===== config.mk =====
export PLATFORM = sky130hd
export DESIGN_NAME = bus_dma_host_flat
export DESIGN_NICKNAME = d
export VERILOG_FILES = /design/src/rtl/bus_dma_host_if.sv /design/src/rtl/bus_dma_host.sv /design/src/flat_wrapper.sv
export SDC_FILE = /design/constraint.sdc
export NUM_CORES = 1
export LEC_CHECK = 0
export BUFFER_PORTS_ARGS = -buffer_cell sky130_fd_sc_hd__buf_4
export CAP_MARGIN = 20
export CORE_MARGIN = 4
export CORE_UTILIZATION = 40
export CTS_BUF_LIST = sky130_fd_sc_hd__clkbuf_2 sky130_fd_sc_hd__clkbuf_4 sky130_fd_sc_hd__clkbuf_8
export DETAILED_ROUTE_END_ITERATION = 8
export SLEW_MARGIN = 0
export SYNTH_ARGS = -nofsm -noshare
export SYNTH_HDL_FRONTEND = slang
export SYNTH_SLANG_ARGS = --single-unit

===== constraint.sdc =====
create_clock -name clk_i -period 4.55 [get_ports clk_i]
set_input_delay 0.2275 -clock clk_i [delete_from_list [all_inputs] [get_ports clk_i]]
set_output_delay 0.2275 -clock clk_i [all_outputs]
set_load 0.02 [all_outputs]

===== src/rtl/bus_dma_host_if.sv =====
// Register-port and host-bus bundles for bus_dma_host.
// Signal names are seen from the DMA engine: _i flows into the engine, _o flows out of it.
interface bus_dma_reg_if #(
  parameter int AddressWidth = 32
) ();
  logic                    reg_req_i;
  logic                    reg_we_i;
  logic [3:0]              reg_be_i;
  logic [AddressWidth-1:0] reg_addr_i;
  logic [31:0]             reg_wdata_i;
  logic                    reg_rvalid_o;
  logic [31:0]             reg_rdata_o;
  logic                    reg_err_o;

  modport master (
    output reg_req_i, reg_we_i, reg_be_i, reg_addr_i, reg_wdata_i,
    input  reg_rvalid_o, reg_rdata_o, reg_err_o
  );

  modport slave (
    input  reg_req_i, reg_we_i, reg_be_i, reg_addr_i, reg_wdata_i,
    output reg_rvalid_o, reg_rdata_o, reg_err_o
  );
endinterface

interface bus_dma_host_bus_if #(
  parameter int AddressWidth = 32
) ();
  logic                    host_req_o;
  logic                    host_gnt_i;
  logic [AddressWidth-1:0] host_addr_o;
  logic                    host_we_o;
  logic [3:0]              host_be_o;
  logic [31:0]             host_wdata_o;
  logic                    host_rvalid_i;
  logic [31:0]             host_rdata_i;
  logic                    host_err_i;

  modport master (
    output host_req_o, host_addr_o, host_we_o, host_be_o, host_wdata_o,
    input  host_gnt_i, host_rvalid_i, host_rdata_i, host_err_i
  );

  modport slave (
    input  host_req_o, host_addr_o, host_we_o, host_be_o, host_wdata_o,
    output host_gnt_i, host_rvalid_i, host_rdata_i, host_err_i
  );
endinterface


===== src/rtl/bus_dma_host.sv =====
// Word-copy DMA engine: software programs SRC/DST/LEN over the register port,
// then the engine reads SRC and writes DST one word at a time on the host bus.
module bus_dma_host #(
  parameter int AddressWidth = 32,
  parameter int DataWidth    = 32,
  parameter int LenWidth     = 16
) (
  input  logic                clk_i,
  input  logic                rst_i,
  bus_dma_reg_if.slave        regPort,
  bus_dma_host_bus_if.master  hostPort,
  output logic                dma_irq_o
);

  typedef enum logic [2:0] {IDLE, RD_REQ, RD_WAIT, WR_REQ, WR_WAIT} state_t;

  state_t                  r_state;
  state_t                  w_nextState;
  logic [AddressWidth-1:0] r_src;
  logic [AddressWidth-1:0] r_dst;
  logic [LenWidth-1:0]     r_len;
  logic                    r_irqEn;
  logic                    r_done;
  logic                    r_err;
  logic [AddressWidth-1:0] r_curSrc;
  logic [AddressWidth-1:0] r_curDst;
  logic [LenWidth-1:0]     r_remaining;
  logic [DataWidth-1:0]    r_buffer;
  logic                    r_regRvalid;
  logic [31:0]             r_regRdata;
  logic                    r_regErr;

  logic [2:0]  w_offset;
  logic        w_regWrite;
  logic        w_busy;
  logic        w_startAny;
  logic        w_startGo;
  logic [15:0] w_remField;
  logic [31:0] w_readData;
  logic        w_rdDone;
  logic        w_wrDone;
  logic        w_unused;

  assign w_offset   = regPort.reg_addr_i[4:2];
  assign w_regWrite = regPort.reg_req_i & regPort.reg_we_i;
  assign w_busy     = (r_state != IDLE);
  assign w_startAny = w_regWrite && (w_offset == 3'd3) && regPort.reg_wdata_i[0] && !w_busy;
  assign w_startGo  = w_startAny && (r_len != '0);
  assign w_remField = 16'(r_remaining);
  assign w_rdDone   = (r_state == RD_WAIT) && hostPort.host_rvalid_i;
  assign w_wrDone   = (r_state == WR_WAIT) && hostPort.host_rvalid_i;
  assign w_unused   = ^{regPort.reg_be_i, regPort.reg_addr_i[AddressWidth-1:5],
                        regPort.reg_addr_i[1:0]};

  always_ff @(posedge clk_i) begin
    if (rst_i) begin
      r_state <= IDLE;
    end else begin
      r_state <= w_nextState;
    end
  end

  always_comb begin
    w_nextState = r_state;
    case (r_state)
      IDLE:    if (w_startGo) w_nextState = RD_REQ;
      RD_REQ:  if (hostPort.host_gnt_i) w_nextState = RD_WAIT;
      RD_WAIT: if (w_rdDone) w_nextState = hostPort.host_err_i ? IDLE : WR_REQ;
      WR_REQ:  if (hostPort.host_gnt_i) w_nextState = WR_WAIT;
      WR_WAIT: begin
        if (w_wrDone) begin
          w_nextState = (hostPort.host_err_i || r_remaining == LenWidth'(1)) ? IDLE : RD_REQ;
        end
      end
      default: w_nextState = IDLE;
    endcase
  end

  always_comb begin
    hostPort.host_req_o   = 1'b0;
    hostPort.host_we_o    = 1'b0;
    hostPort.host_addr_o  = '0;
    hostPort.host_wdata_o = '0;
    case (r_state)
      RD_REQ: begin
        hostPort.host_req_o  = 1'b1;
        hostPort.host_addr_o = r_curSrc;
      end
      WR_REQ: begin
        hostPort.host_req_o   = 1'b1;
        hostPort.host_we_o    = 1'b1;
        hostPort.host_addr_o  = r_curDst;
        hostPort.host_wdata_o = r_buffer;
      end
      default: ;
    endcase
  end

  assign hostPort.host_be_o = 4'hF;

  always_comb begin
    w_readData = '0;
    case (w_offset)
      3'd0:    w_readData = 32'(r_src);
      3'd1:    w_readData = 32'(r_dst);
      3'd2:    w_readData = 32'(r_len);
      3'd3:    w_readData = {30'b0, r_irqEn, 1'b0};
      3'd4:    w_readData = {w_remField, 13'b0, r_err, r_done, w_busy};
      default: w_readData = '0;
    endcase
  end

  // Later assignments win, so an engine-side set of done/err beats a same-cycle W1C.
  always_ff @(posedge clk_i) begin
    if (rst_i) begin
      r_src       <= '0;
      r_dst       <= '0;
      r_len       <= '0;
      r_irqEn     <= 1'b0;
      r_done      <= 1'b0;
      r_err       <= 1'b0;
      r_curSrc    <= '0;
      r_curDst    <= '0;
      r_remaining <= '0;
      r_buffer    <= '0;
      r_regRvalid <= 1'b0;
      r_regRdata  <= '0;
      r_regErr    <= 1'b0;
    end else begin
      r_regRvalid <= regPort.reg_req_i;
      r_regErr    <= regPort.reg_req_i && (w_offset > 3'd4);
      r_regRdata  <= (regPort.reg_req_i && !regPort.reg_we_i) ? w_readData : '0;

      if (w_regWrite) begin
        case (w_offset)
          3'd0: if (!w_busy) r_src <= AddressWidth'(regPort.reg_wdata_i) & ~AddressWidth'(3);
          3'd1: if (!w_busy) r_dst <= AddressWidth'(regPort.reg_wdata_i) & ~AddressWidth'(3);
          3'd2: if (!w_busy) r_len <= LenWidth'(regPort.reg_wdata_i);
          3'd3: r_irqEn <= regPort.reg_wdata_i[1];
          3'd4: begin
            if (regPort.reg_wdata_i[1]) r_done <= 1'b0;
            if (regPort.reg_wdata_i[2]) r_err  <= 1'b0;
          end
          default: ;
        endcase
      end

      if (w_startAny) begin
        r_curSrc    <= r_src;
        r_curDst    <= r_dst;
        r_remaining <= r_len;
        r_done      <= (r_len == '0);
        r_err       <= 1'b0;
      end

      if (w_rdDone) begin
        r_buffer <= hostPort.host_rdata_i;
        if (hostPort.host_err_i) begin
          r_err  <= 1'b1;
          r_done <= 1'b1;
        end
      end

      if (w_wrDone) begin
        r_curSrc    <= r_curSrc + AddressWidth'(4);
        r_curDst    <= r_curDst + AddressWidth'(4);
        r_remaining <= r_remaining - LenWidth'(1);
        if (hostPort.host_err_i || r_remaining == LenWidth'(1)) begin
          r_done <= 1'b1;
          if (hostPort.host_err_i) r_err <= 1'b1;
        end
      end
    end
  end

  assign regPort.reg_rvalid_o = r_regRvalid;
  assign regPort.reg_rdata_o  = r_regRdata;
  assign regPort.reg_err_o    = r_regErr;
  assign dma_irq_o            = r_done & r_irqEn;

endmodule

===== src/flat_wrapper.sv =====
// flat-port wrapper written by rule: the top's interface ports become plain ports
module bus_dma_host_flat 
#(
  parameter int AddressWidth = 32,
  parameter int DataWidth    = 32,
  parameter int LenWidth     = 16
)
  (clk_i, rst_i, dma_irq_o, regPort_reg_req_i, regPort_reg_we_i, regPort_reg_be_i, regPort_reg_addr_i, regPort_reg_wdata_i, regPort_reg_rvalid_o, regPort_reg_rdata_o, regPort_reg_err_o, hostPort_host_req_o, hostPort_host_addr_o, hostPort_host_we_o, hostPort_host_be_o, hostPort_host_wdata_o, hostPort_host_gnt_i, hostPort_host_rvalid_i, hostPort_host_rdata_i, hostPort_host_err_i);
  bus_dma_reg_if #(.AddressWidth(AddressWidth)) regPort_i ();
  bus_dma_host_bus_if #(.AddressWidth(AddressWidth)) hostPort_i ();
  input  logic clk_i;
  input  logic rst_i;
  output logic dma_irq_o;
  input wire logic [$bits(regPort_i.reg_req_i)-1:0] regPort_reg_req_i;
  input wire logic [$bits(regPort_i.reg_we_i)-1:0] regPort_reg_we_i;
  input wire logic [$bits(regPort_i.reg_be_i)-1:0] regPort_reg_be_i;
  input wire logic [$bits(regPort_i.reg_addr_i)-1:0] regPort_reg_addr_i;
  input wire logic [$bits(regPort_i.reg_wdata_i)-1:0] regPort_reg_wdata_i;
  output wire logic [$bits(regPort_i.reg_rvalid_o)-1:0] regPort_reg_rvalid_o;
  output wire logic [$bits(regPort_i.reg_rdata_o)-1:0] regPort_reg_rdata_o;
  output wire logic [$bits(regPort_i.reg_err_o)-1:0] regPort_reg_err_o;
  output wire logic [$bits(hostPort_i.host_req_o)-1:0] hostPort_host_req_o;
  output wire logic [$bits(hostPort_i.host_addr_o)-1:0] hostPort_host_addr_o;
  output wire logic [$bits(hostPort_i.host_we_o)-1:0] hostPort_host_we_o;
  output wire logic [$bits(hostPort_i.host_be_o)-1:0] hostPort_host_be_o;
  output wire logic [$bits(hostPort_i.host_wdata_o)-1:0] hostPort_host_wdata_o;
  input wire logic [$bits(hostPort_i.host_gnt_i)-1:0] hostPort_host_gnt_i;
  input wire logic [$bits(hostPort_i.host_rvalid_i)-1:0] hostPort_host_rvalid_i;
  input wire logic [$bits(hostPort_i.host_rdata_i)-1:0] hostPort_host_rdata_i;
  input wire logic [$bits(hostPort_i.host_err_i)-1:0] hostPort_host_err_i;
  assign regPort_i.reg_req_i = regPort_reg_req_i;
  assign regPort_i.reg_we_i = regPort_reg_we_i;
  assign regPort_i.reg_be_i = regPort_reg_be_i;
  assign regPort_i.reg_addr_i = regPort_reg_addr_i;
  assign regPort_i.reg_wdata_i = regPort_reg_wdata_i;
  assign regPort_reg_rvalid_o = regPort_i.reg_rvalid_o;
  assign regPort_reg_rdata_o = regPort_i.reg_rdata_o;
  assign regPort_reg_err_o = regPort_i.reg_err_o;
  assign hostPort_host_req_o = hostPort_i.host_req_o;
  assign hostPort_host_addr_o = hostPort_i.host_addr_o;
  assign hostPort_host_we_o = hostPort_i.host_we_o;
  assign hostPort_host_be_o = hostPort_i.host_be_o;
  assign hostPort_host_wdata_o = hostPort_i.host_wdata_o;
  assign hostPort_i.host_gnt_i = hostPort_host_gnt_i;
  assign hostPort_i.host_rvalid_i = hostPort_host_rvalid_i;
  assign hostPort_i.host_rdata_i = hostPort_host_rdata_i;
  assign hostPort_i.host_err_i = hostPort_host_err_i;
  bus_dma_host #(.AddressWidth(AddressWidth), .DataWidth(DataWidth), .LenWidth(LenWidth)) u_core (.clk_i(clk_i), .rst_i(rst_i), .regPort(regPort_i), .hostPort(hostPort_i), .dma_irq_o(dma_irq_o));
endmodule

Word-level counts from Yosys, hierarchy flattened
Cells that the tools add are included.
{"block": "op_classes", "n_eq_ne": 14, "bitwise": 4, "muxes": 36, "order_cmp": 1, "reduce_logical": 24, "add_sub_neg": 3}
{"op": "32-bit 2-to-1 mux", "count": 5}
{"op": "32-bit one-hot mux with 5 select lines", "count": 1}
{"op": "32-bit by 3-bit adder with 32-bit output, second input constant", "count": 2}
{"op": "32-bit one-hot mux with 2 select lines", "count": 1}
{"op": "16-bit 2-to-1 mux", "count": 2}
{"op": "1-bit 2-to-1 mux", "count": 20}
{"op": "16-bit by 1-bit equality test with 1-bit output, second input constant", "count": 1}
{"op": "16-bit logical NOT", "count": 1}
{"op": "16-bit nonzero test", "count": 1}
{"op": "16-bit by 1-bit subtractor with 16-bit output, second input constant", "count": 1}
{"op": "3-bit 2-to-1 mux", "count": 5}
{"op": "3-bit one-hot mux with 5 select lines", "count": 1}
{"op": "3-bit by 2-bit equality test with 1-bit output, second input constant", "count": 4}
{"op": "3-bit AND reduction", "count": 3}
{"op": "1-bit logical AND", "count": 8}
{"op": "3-bit by 1-bit equality test with 1-bit output, second input constant", "count": 2}
{"op": "3-bit equality test, second input constant", "count": 2}
{"op": "3-bit logical NOT", "count": 2}
{"op": "2-bit by 1-bit != test with 1-bit output, second input constant", "count": 3}
{"op": "5-bit AND reduction", "count": 1}
{"op": "2-bit != test, second input constant", "count": 2}
{"op": "2-bit OR reduction", "count": 2}
{"op": "3-bit > comparator, second input constant", "count": 1}
{"op": "3-bit nonzero test", "count": 1}
{"op": "other kinds (7)", "count": 10}
{"block": "word_totals", "word_cells": 96, "output_inout_bits": 105, "ff_bits": 228, "in_bits": 107}

Logic depth before layout (Yosys ltp)
Gate-level depths: netlist of the first run.
{"block": "depth", "word_depth": 10, "ltp_mapped": 8}

Worst setup path after synthesis of the first run
OpenSTA, ideal clock, no wires.
{"block": "synth_timing", "path_type": "reg2reg", "start": "reg u_core.r_state[0]", "end": "reg u_core.r_len[10]", "n_path_buf": 3, "required_ns": 4.422, "setup_slack_ns": 2.537, "arrival_time_ns": 1.885, "path_stages_with_launch": 9, "setup_time_ns": 0.128, "path_cell_list": "dfxtp_1 buf_6 or3_1 or3_1 nor3b_2 buf_4 buf_6 mux2i_1 nor2_1"}
{"block": "synth_between", "elab_chain_len": 3}
{"item": "from (decl)", "line": "bus_dma_host.sv:17", "source": "state_t r_state;"}
{"item": "from (signal assigned)", "line": "bus_dma_host.sv:59", "source": "r_state <= w_nextState;"}
{"item": "3-bit nonzero test", "line": "bus_dma_host.sv:46", "source": "assign w_busy = (r_state != IDLE);"}
{"item": "1-bit NOT (no source line)"}
{"item": "3-bit AND reduction (no source line)"}
{"item": "to (signal assigned)", "line": "bus_dma_host.sv:138", "source": "3'd2: if (!w_busy) r_len <= LenWidth'(regPort.reg_wdata_i);"}
{"item": "to (decl)", "line": "bus_dma_host.sv:21", "source": "logic [LenWidth-1:0] r_len;"}
No other way between the ends.
A chain may end at the register's enable or synchronous reset.

Worst setup path in the final report of the first run
{"block": "layout_timing", "start": "reg u_core.r_state[2]", "end": "reg u_core.r_curDst[22]"}
{"block": "layout_between", "elab_chain_len": 4, "word_cells_on_any_way": 7, "classes_between": "eq/ne: 1; mux: 1; reduce/logical: 5"}
{"item": "3-bit nonzero test", "line": "bus_dma_host.sv:46"}
{"item": "1-bit logical NOT", "line": "bus_dma_host.sv:47", "source": "assign w_startAny = w_regWrite && (w_offset == 3'd3) && regPort.reg_wdata_i[0] && !w_busy;"}
{"item": "1-bit logical AND", "line": "bus_dma_host.sv:47"}
{"item": "2-bit nonzero test (no source line)"}
{"item": "to (signal assigned)", "line": "bus_dma_host.sv:150", "source": "r_curDst <= r_dst;"}
{"item": "to (signal assigned)", "line": "bus_dma_host.sv:166", "source": "r_curDst <= r_curDst + AddressWidth'(4);"}
{"item": "to (decl)", "line": "bus_dma_host.sv:26", "source": "logic [AddressWidth-1:0] r_curDst;"}
Parallel ways exist; a longest one is shown, timed or not.

==> qor.csv, run 1 <==
stage,metric,value,unit
cts,cts_inserted_buffers,40,
synth,synth_compound_gate_area_share,16.4,%
synth,synth_seq_cells,224,
global_routing,grt_util_all_layers,24.1,%
run_status,status,"finished, final reports clean",
placed_design,dpl.hpwl,25100,um
critical_path,timing.critical_path.to_type,register,
synth,synthSimpleGateAreaFrac,28.3,%
global_routing,grt_pass1_wl,56800,um
synth,synth_area_per_cell,7.84,sq um
critical_path,r2r_slack,1.94,ns
final_layout,num_antenna_cells,0,
timing,finalCriticalPeriod,2.61,ns
job,maxCapViolCount,0,
cts,htreeDepth,2,
critical_path,required,5.02,ns
power_and_ir_drop,vdd_drop_max,0.000214,V
timing,relSlewSlack,19.4,%
cts,clock-sinks,224,
detailed_routing,drt-total-wl,37500,um
floorplan,ioPinCount,212,
synth,synth_top_family_by_area,simple AND/OR/NAND/NOR gates,
floorplan,coreArea,26300,sq um
floorplan,dieArea,29600,sq um
cts,cts_resized,0,
cts,clock_latency,0.55,ns
min_path,hold_start,hostPort_host_rvalid_i,
final_layout,num-nets-final,1676,
global_routing,grt_max_degree,86,
cts,cts_tree,yes,
timing,fin_ws,1.94,ns
synth,synthMostInstantiatedCell,nand2_1,
floorplan,die_h,172,um
synth,syn_inst,1373,
detailed_routing,via_count,10887,
timing,finalSetupTns,0,ns
cts,clockBufferDepth,3,
min_path,min_delay_path_depth,4,
synth,synth_xor_area_share,0.325,%
power_and_ir_drop,p_leak,0.00507,uW
global_routing,grt_pass1_vias,9986,
min_path,hold_path.class,input port to register,
critical_path,arrival,3.08,ns
timing,setup_viol_count_final,0,
synth,yosys-mux-area-fraction,7.42,%
detailed_routing,antenna_left,0,
synth,yosys_warnings,0,
placed_design,place_ws,1.76,ns
timing,fin_crit_sh,57.4,%
synth,ys_seq_area_share,41.7,%
detailed_routing,dr.first_iter.drc_count,1061,
synth,ys_top_cells_by_area,"dfxtp_1, nand2_1, a21oi_1",
synth,synth_fa_ha_area_share,0.558,%
global_routing,grt.overflow.total,0,
placed_design,io_buffers,172,
placed_design,place.gp.congestion,0.874,
timing,skew,0.0414,ns
floorplan,fp-row-count,59,
cts,root_buffer,clkbuf_8,
critical_path,worstSetupPathType,register to register,
floorplan,start_util,41.0,%
final_layout,drive_above_1_share,18.3,%
synth,synth_area,10800,sq um
critical_path,worstReg2RegStart,u_core.r_state[2],
critical_path,crit_fanout,14,
detailed_routing,wire_per_inst,19.5,um
global_routing,antenna_found_initial,0,
cts,clk_pin_slew,0.06,ns
timing,hold_viol,0,
detailed_routing,drc,0,
detailed_routing,drtPass1Iterations,5,
critical_path,start_kind,register,
timing,fmax,383,MHz
timing,final_max_slew_viol_count,0,
min_path,min_to,u_core.r_state[2],
synth,yosysUniqueCellTypes,70,
critical_path,r2r_end,u_core.r_curDst[22],
synth,synthTopCellsByCount,"nand2_1, dfxtp_1, a21oi_1",
synth,synth_area_leader_cell,dfxtp_1,
final_layout,syn2layout_area_growth,26.5,%
synth,synth_top_cell_area_share,41.7,%
power_and_ir_drop,powerDensity,313,nW/um^2
synth,synth_top_flop_cell,dfxtp_1,
detailed_routing,avgViaCountPerCell,5.66,
timing,rsz0062_at_grt,no,
synth,synth_async_sr_flop_share,0,%
timing,tightestPinTransition,1.20,ns
final_layout,finish.utilization,51.8,%
synth,synth_edf_count,0,
floorplan,die_w,172,um
critical_path,r2r_cells,5,
worst max-delay path by stage:
stage	end	cells after the start	slack, ns	from
global placement	u_core.r_curSrc[26]	7	1.78	regPort_reg_addr_i[2]
CTS	u_core.r_curDst[22]	5	1.96	u_core.r_state[2]
detailed placement	u_core.r_curSrc[26]	7	1.76	regPort_reg_addr_i[2]
global route	u_core.r_remaining[6]	5	1.65	u_core.r_state[2]
floorplan	u_core.r_len[10]	8	2.54	u_core.r_state[0]
finish	u_core.r_curDst[22]	5	1.94	u_core.r_state[2]
cell families after synthesis:
group	count (synthesis)
buffers and inverters	121
AOI/OAI and AO/OA	297
and+or+nand+nor	641
muxes	79
xor gates and xnor gates	4
adders and majority gates	5
other	2
DFF	224
metal layers:
layer	global-route usage, %	vias to the layer above	share of wire, %
li1	-	5243	-
met1	34.0	5174	44
met2	37.6	400	46
met3	4.37	70	6.8
met4	7.79	0	3.0
met5	0	-	0
area by class of cell:
cell class | instances | area, sq um
tap | 335 | 419
multi-input combinational | 1032 | 5740
timing repair buffer | 257 | 2120
sequential | 224 | 4490
fill | 2528 | 12700
clock buffer | 64 | 800
clock inverter | 2 | 10.0
inverter | 10 | 37.5
through the flow:
| step | instance area (sq um) | hold WS (ns) | power, uW | instances |
|---|---|---|---|---|
| 2_1_floorplan | 10800 | 0.318 | 2200 | 1377 |
| 3_3_place_gp | 12100 | 0.437 | 2310 | 1791 |
| 3_5_place_dp | 12100 | 0.444 | 2320 | 1792 |
| 4_1_cts | 13600 | 0.0530 | 4290 | 1924 |
| 5_1_grt | 13600 | 0.108 | 4400 | 1924 |
| 6_report | 13600 | 0.0899 | 4260 | 1924 |
cell usage in the layout (no fill, tap or decap), drive strengths merged, types with 10 or more instances in the layout:
master,n
nor2,167
or3,13
dlygate4sd3,66
nor3,22
a31oi,33
buf,191
nand3,38
o21ai,14
dfxtp,224
nand4,24
o211ai,10
and3,46
nand2,248
clkbuf,64
and4,11
a21oi,182
nor4,25
inv,10
or2,11
mux2i,76
worst max-delay path: stages, from the launching register on:
cell and delay (ns):
dfxtp_1 0.53, nand4bb_2 0.46, nor2_1 0.89, nand4_1 0.20, or2_2 0.31, a31oi_1 0.16
where the power goes:
part / internal (uW) / leakage, uW / switching (uW) / total, uW
Combinational: 134 / 0.00283 / 185 / 319
Sequential: 1980 / 0.00181 / 21.2 / 2000
Clock: 1100 / 0.000434 / 833 / 1940
flip-flops by register name, indices dropped and copies added (netlist names):
name / cells
u_core.r_err: 1
u_core.r_remaining: 16
u_core.r_dst: 30
u_core.r_src: 30
u_core.r_done: 1
u_core.regPort.reg_rdata_o: 32
u_core.regPort.reg_rvalid_o: 1
u_core.r_curSrc: 30
u_core.r_len: 16
u_core.r_buffer: 32
u_core.r_irqEn: 1
u_core.regPort.reg_err_o: 1
u_core.r_curDst: 30
u_core.r_state: 3
timing repair:
item | 4_1_cts | 5_1_grt
endpoints found under the hold margin | 111 | 0
setup buffers | 0 | 0
hold buffers | 66 | 0
Power figures use the tool's default switching activity.
==> run 2: changes to the inputs <==
==> constraint.sdc (replaced) <==
create_clock -name clk_i -period 2.33 [get_ports clk_i]
set_input_delay 0.1165 -clock clk_i [delete_from_list [all_inputs] [get_ports clk_i]]
set_output_delay 0.1165 -clock clk_i [all_outputs]
set_load 0.02 [all_outputs]
==> run 2 against run 1 <==
Net effect: routed wire length is 0.52% lower; clock power is 91% higher; hold slack worse by 0.067 ns; sequential power is 96% higher; global-route usage hardly changed; final area is 2.7% higher; sequential share of layout area is 0.86 points lower; register-to-register slack worse by 1.8 ns; core utilization is 1.4 points higher; via count is 1.0% higher; clock-buffer cell count is 1 lower.
==> qor.csv, run 2 (same netlist as run 1, synthesis figures left out) <==
stage,metric,value,unit,change
cts,post_cts.repair.setup_buffers,0,,unchanged
job,maxCapViolCount,0,,unchanged
critical_path,required,2.72,ns,-2.30 ns
global_routing,antenna_found_initial,0,,unchanged
detailed_routing,drtPass1Iterations,6,,+1
final_layout,final_cell_mix,"nand2_1, buf_4, dfxtp_1",,
detailed_routing,drc,0,,unchanged
detailed_routing,wire_per_inst,18.9,um,-2.8%
timing,hold_viol,0,,unchanged
floorplan,die_w,172,um,unchanged
cts,clock_latency,0.54,ns,about the same
timing,final_max_slew_viol_count,0,,unchanged
detailed_routing,via_count,10997,,+1.0%
timing,skew,0.0242,ns,-0.0172 ns
timing,finalCriticalPeriod,2.16,ns,-0.450 ns
global_routing,grt_util_all_layers,24.1,%,about the same
global_routing,grt_max_degree,102,,+19%
critical_path,max_stage_delay,0.43,ns,-0.46 ns
critical_path,arrival,2.55,ns,-0.53 ns
timing,rsz0062_at_grt,no,,
cts,htreeDepth,2,,unchanged
placed_design,place.gp.congestion,0.905,,+3.4%
final_layout,num_antenna_cells,0,,unchanged
power_and_ir_drop,p_leak,0.00530,uW,+4.6%
critical_path,worstSetupPathType,register to register,,
critical_path,timing.critical_path.to_type,register,,
critical_path,crit_family,simple AND/OR/NAND/NOR gates,,
final_layout,drive_above_1_share,20.3,%,+2.0 points
global_routing,grt_pass1_wl,57000,um,+0.34%
cts,clk_pin_slew,0.06,ns,about the same
timing,setup_viol_count_final,0,,unchanged
placed_design,io_buffers,172,,unchanged
final_layout,num-nets-final,1722,,+2.7%
critical_path,cp.buffers_inverters,1,,+1
min_path,hold_path.class,input port to register,,
detailed_routing,dr.first_iter.drc_count,1028,,-3.1%
power_and_ir_drop,power.total,8270,uW,+94%
timing,relSlewSlack,55.8,%,+36 points
critical_path,crit_fanout,11,,-3
critical_path,path_cells,or3_1 -> or3_1 -> nor3b_2 -> buf_4 -> mux2i_1 -> nor2_1,,
placed_design,dpl_cell_area,12500,sq um,+2.7%
final_layout,fin_cells,1970,,+2.4%
final_layout,syn2layout_area_growth,29.8,%,
run_status,status,"finished, final reports clean",,
detailed_routing,avgViaCountPerCell,5.58,,-1.3%
timing,fin_crit_sh,92.9,%,+35 points
cts,cts_tree,yes,,
min_path,min_delay_path_depth,5,,+1
cts,clock-sinks,224,,unchanged
detailed_routing,antenna_left,0,,unchanged
power_and_ir_drop,vdd_drop_max,0.000377,V,+76%
placed_design,dp.cells,1833,,+2.3%
timing,fmax,462,MHz,+21%
global_routing,grt_pass1_vias,10155,,+1.7%
timing,finalSetupTns,0,ns,unchanged
critical_path,start_kind,register,,
final_layout,final_common_cell,nand2_1,,
final_layout,finish.utilization,53.2,%,+1.4 points
floorplan,fp-row-count,59,,unchanged
power_and_ir_drop,powerDensity,592,nW/um^2,+89%
floorplan,coreArea,26300,sq um,unchanged
critical_path,r2r_cells,6,,+1
critical_path,crit_cells,6,,+1
floorplan,start_util,41.0,%,unchanged
floorplan,dieArea,29600,sq um,unchanged
cts,clockBufferDepth,3,,unchanged
cts,cts_inserted_buffers,40,,unchanged
final_layout,fin_area,14000,sq um,+2.7%
floorplan,ioPinCount,212,,unchanged
floorplan,die_h,172,um,unchanged
timing,tightestPinTransition,0.662,ns,-0.536 ns
critical_path,slowest_stage,or3_1,,
detailed_routing,drt-total-wl,37300,um,-0.52%
placed_design,dpl.hpwl,26000,um,+3.6%
cts,root_buffer,clkbuf_8,,
critical_path,cp_common_cell,or3_1,,
global_routing,grt.overflow.total,0,,unchanged
==> run 2: changes by cell type in the layout (fill, tap and decap cells not counted), sizes merged <==
cell	previous run	this run
buf	191	232
clkbuf	64	63
clkinv	2	3
dlygate4sd3	66	71
==> run 2: timing repair <==
| item | CTS | global route |
|---|---|---|
| resized for setup | 0 | 0 |
| endpoints found under the setup margin | 0 | 0 |
| hold buffers | 71 | 0 |
| hold endpoints to repair | 131 | 0 |
==> run 2: power by group <==
part	total, uW	internal (uW)	switching [uW]
sequential	3910	3870	41.3
combinational	643	279	364
clock	3710	2100	1610
total	8270	6250	2010
==> run 2: area by class of cell <==
class                   instances  area [sq um]
well taps                     335           419
clock inverters                 3          15.0
flip-flops and latches        224          4490
fillers                      2527         12300
repair buffers                303          2500
clock buffers                  63           779
inverters                      10          37.5
multi-input cells            1032          5740
==> run 2: metal layers <==
metal	global-route usage (%)	vias up	share of wire (%)
li1	-	5317	-
met5	0	-	0
met3	3.32	75	6.7
met4	7.25	0	2.6
met2	38.1	409	46
met1	34.5	5196	44
==> run 2: worst reg2reg max path, cell delays in order (launching register included) <==
cell     delay, ns
dfxtp_1       0.35
or3_1         0.43
or3_1         0.42
nor3b_2       0.23
buf_4         0.27
mux2i_1       0.24
nor2_1        0.07
==> run 2: stage by stage <==
stage | worst slack (ns) | hold WS, ns
2_1_floorplan | 0.317 | 0.207
3_3_place_gp | 0.172 | 0.364
3_5_place_dp | 0.235 | 0.373
4_1_cts | 0.170 | 0.00148
5_1_grt | 0.0550 | 0.0275
6_report | 0.166 | 0.0232
==> run 2: worst paths after layout <==
check	start	endpoint	slack, ns
worst max-delay path	u_core.r_state[0]	u_core.r_len[11]	0.17
worst min-delay path	hostPort_host_err_i	u_core.r_state[1]	0.02
worst max register to register	u_core.r_state[0]	u_core.r_len[11]	0.17
worst min register to register	u_core.r_buffer[5]	u_core.r_buffer[5]	0.45
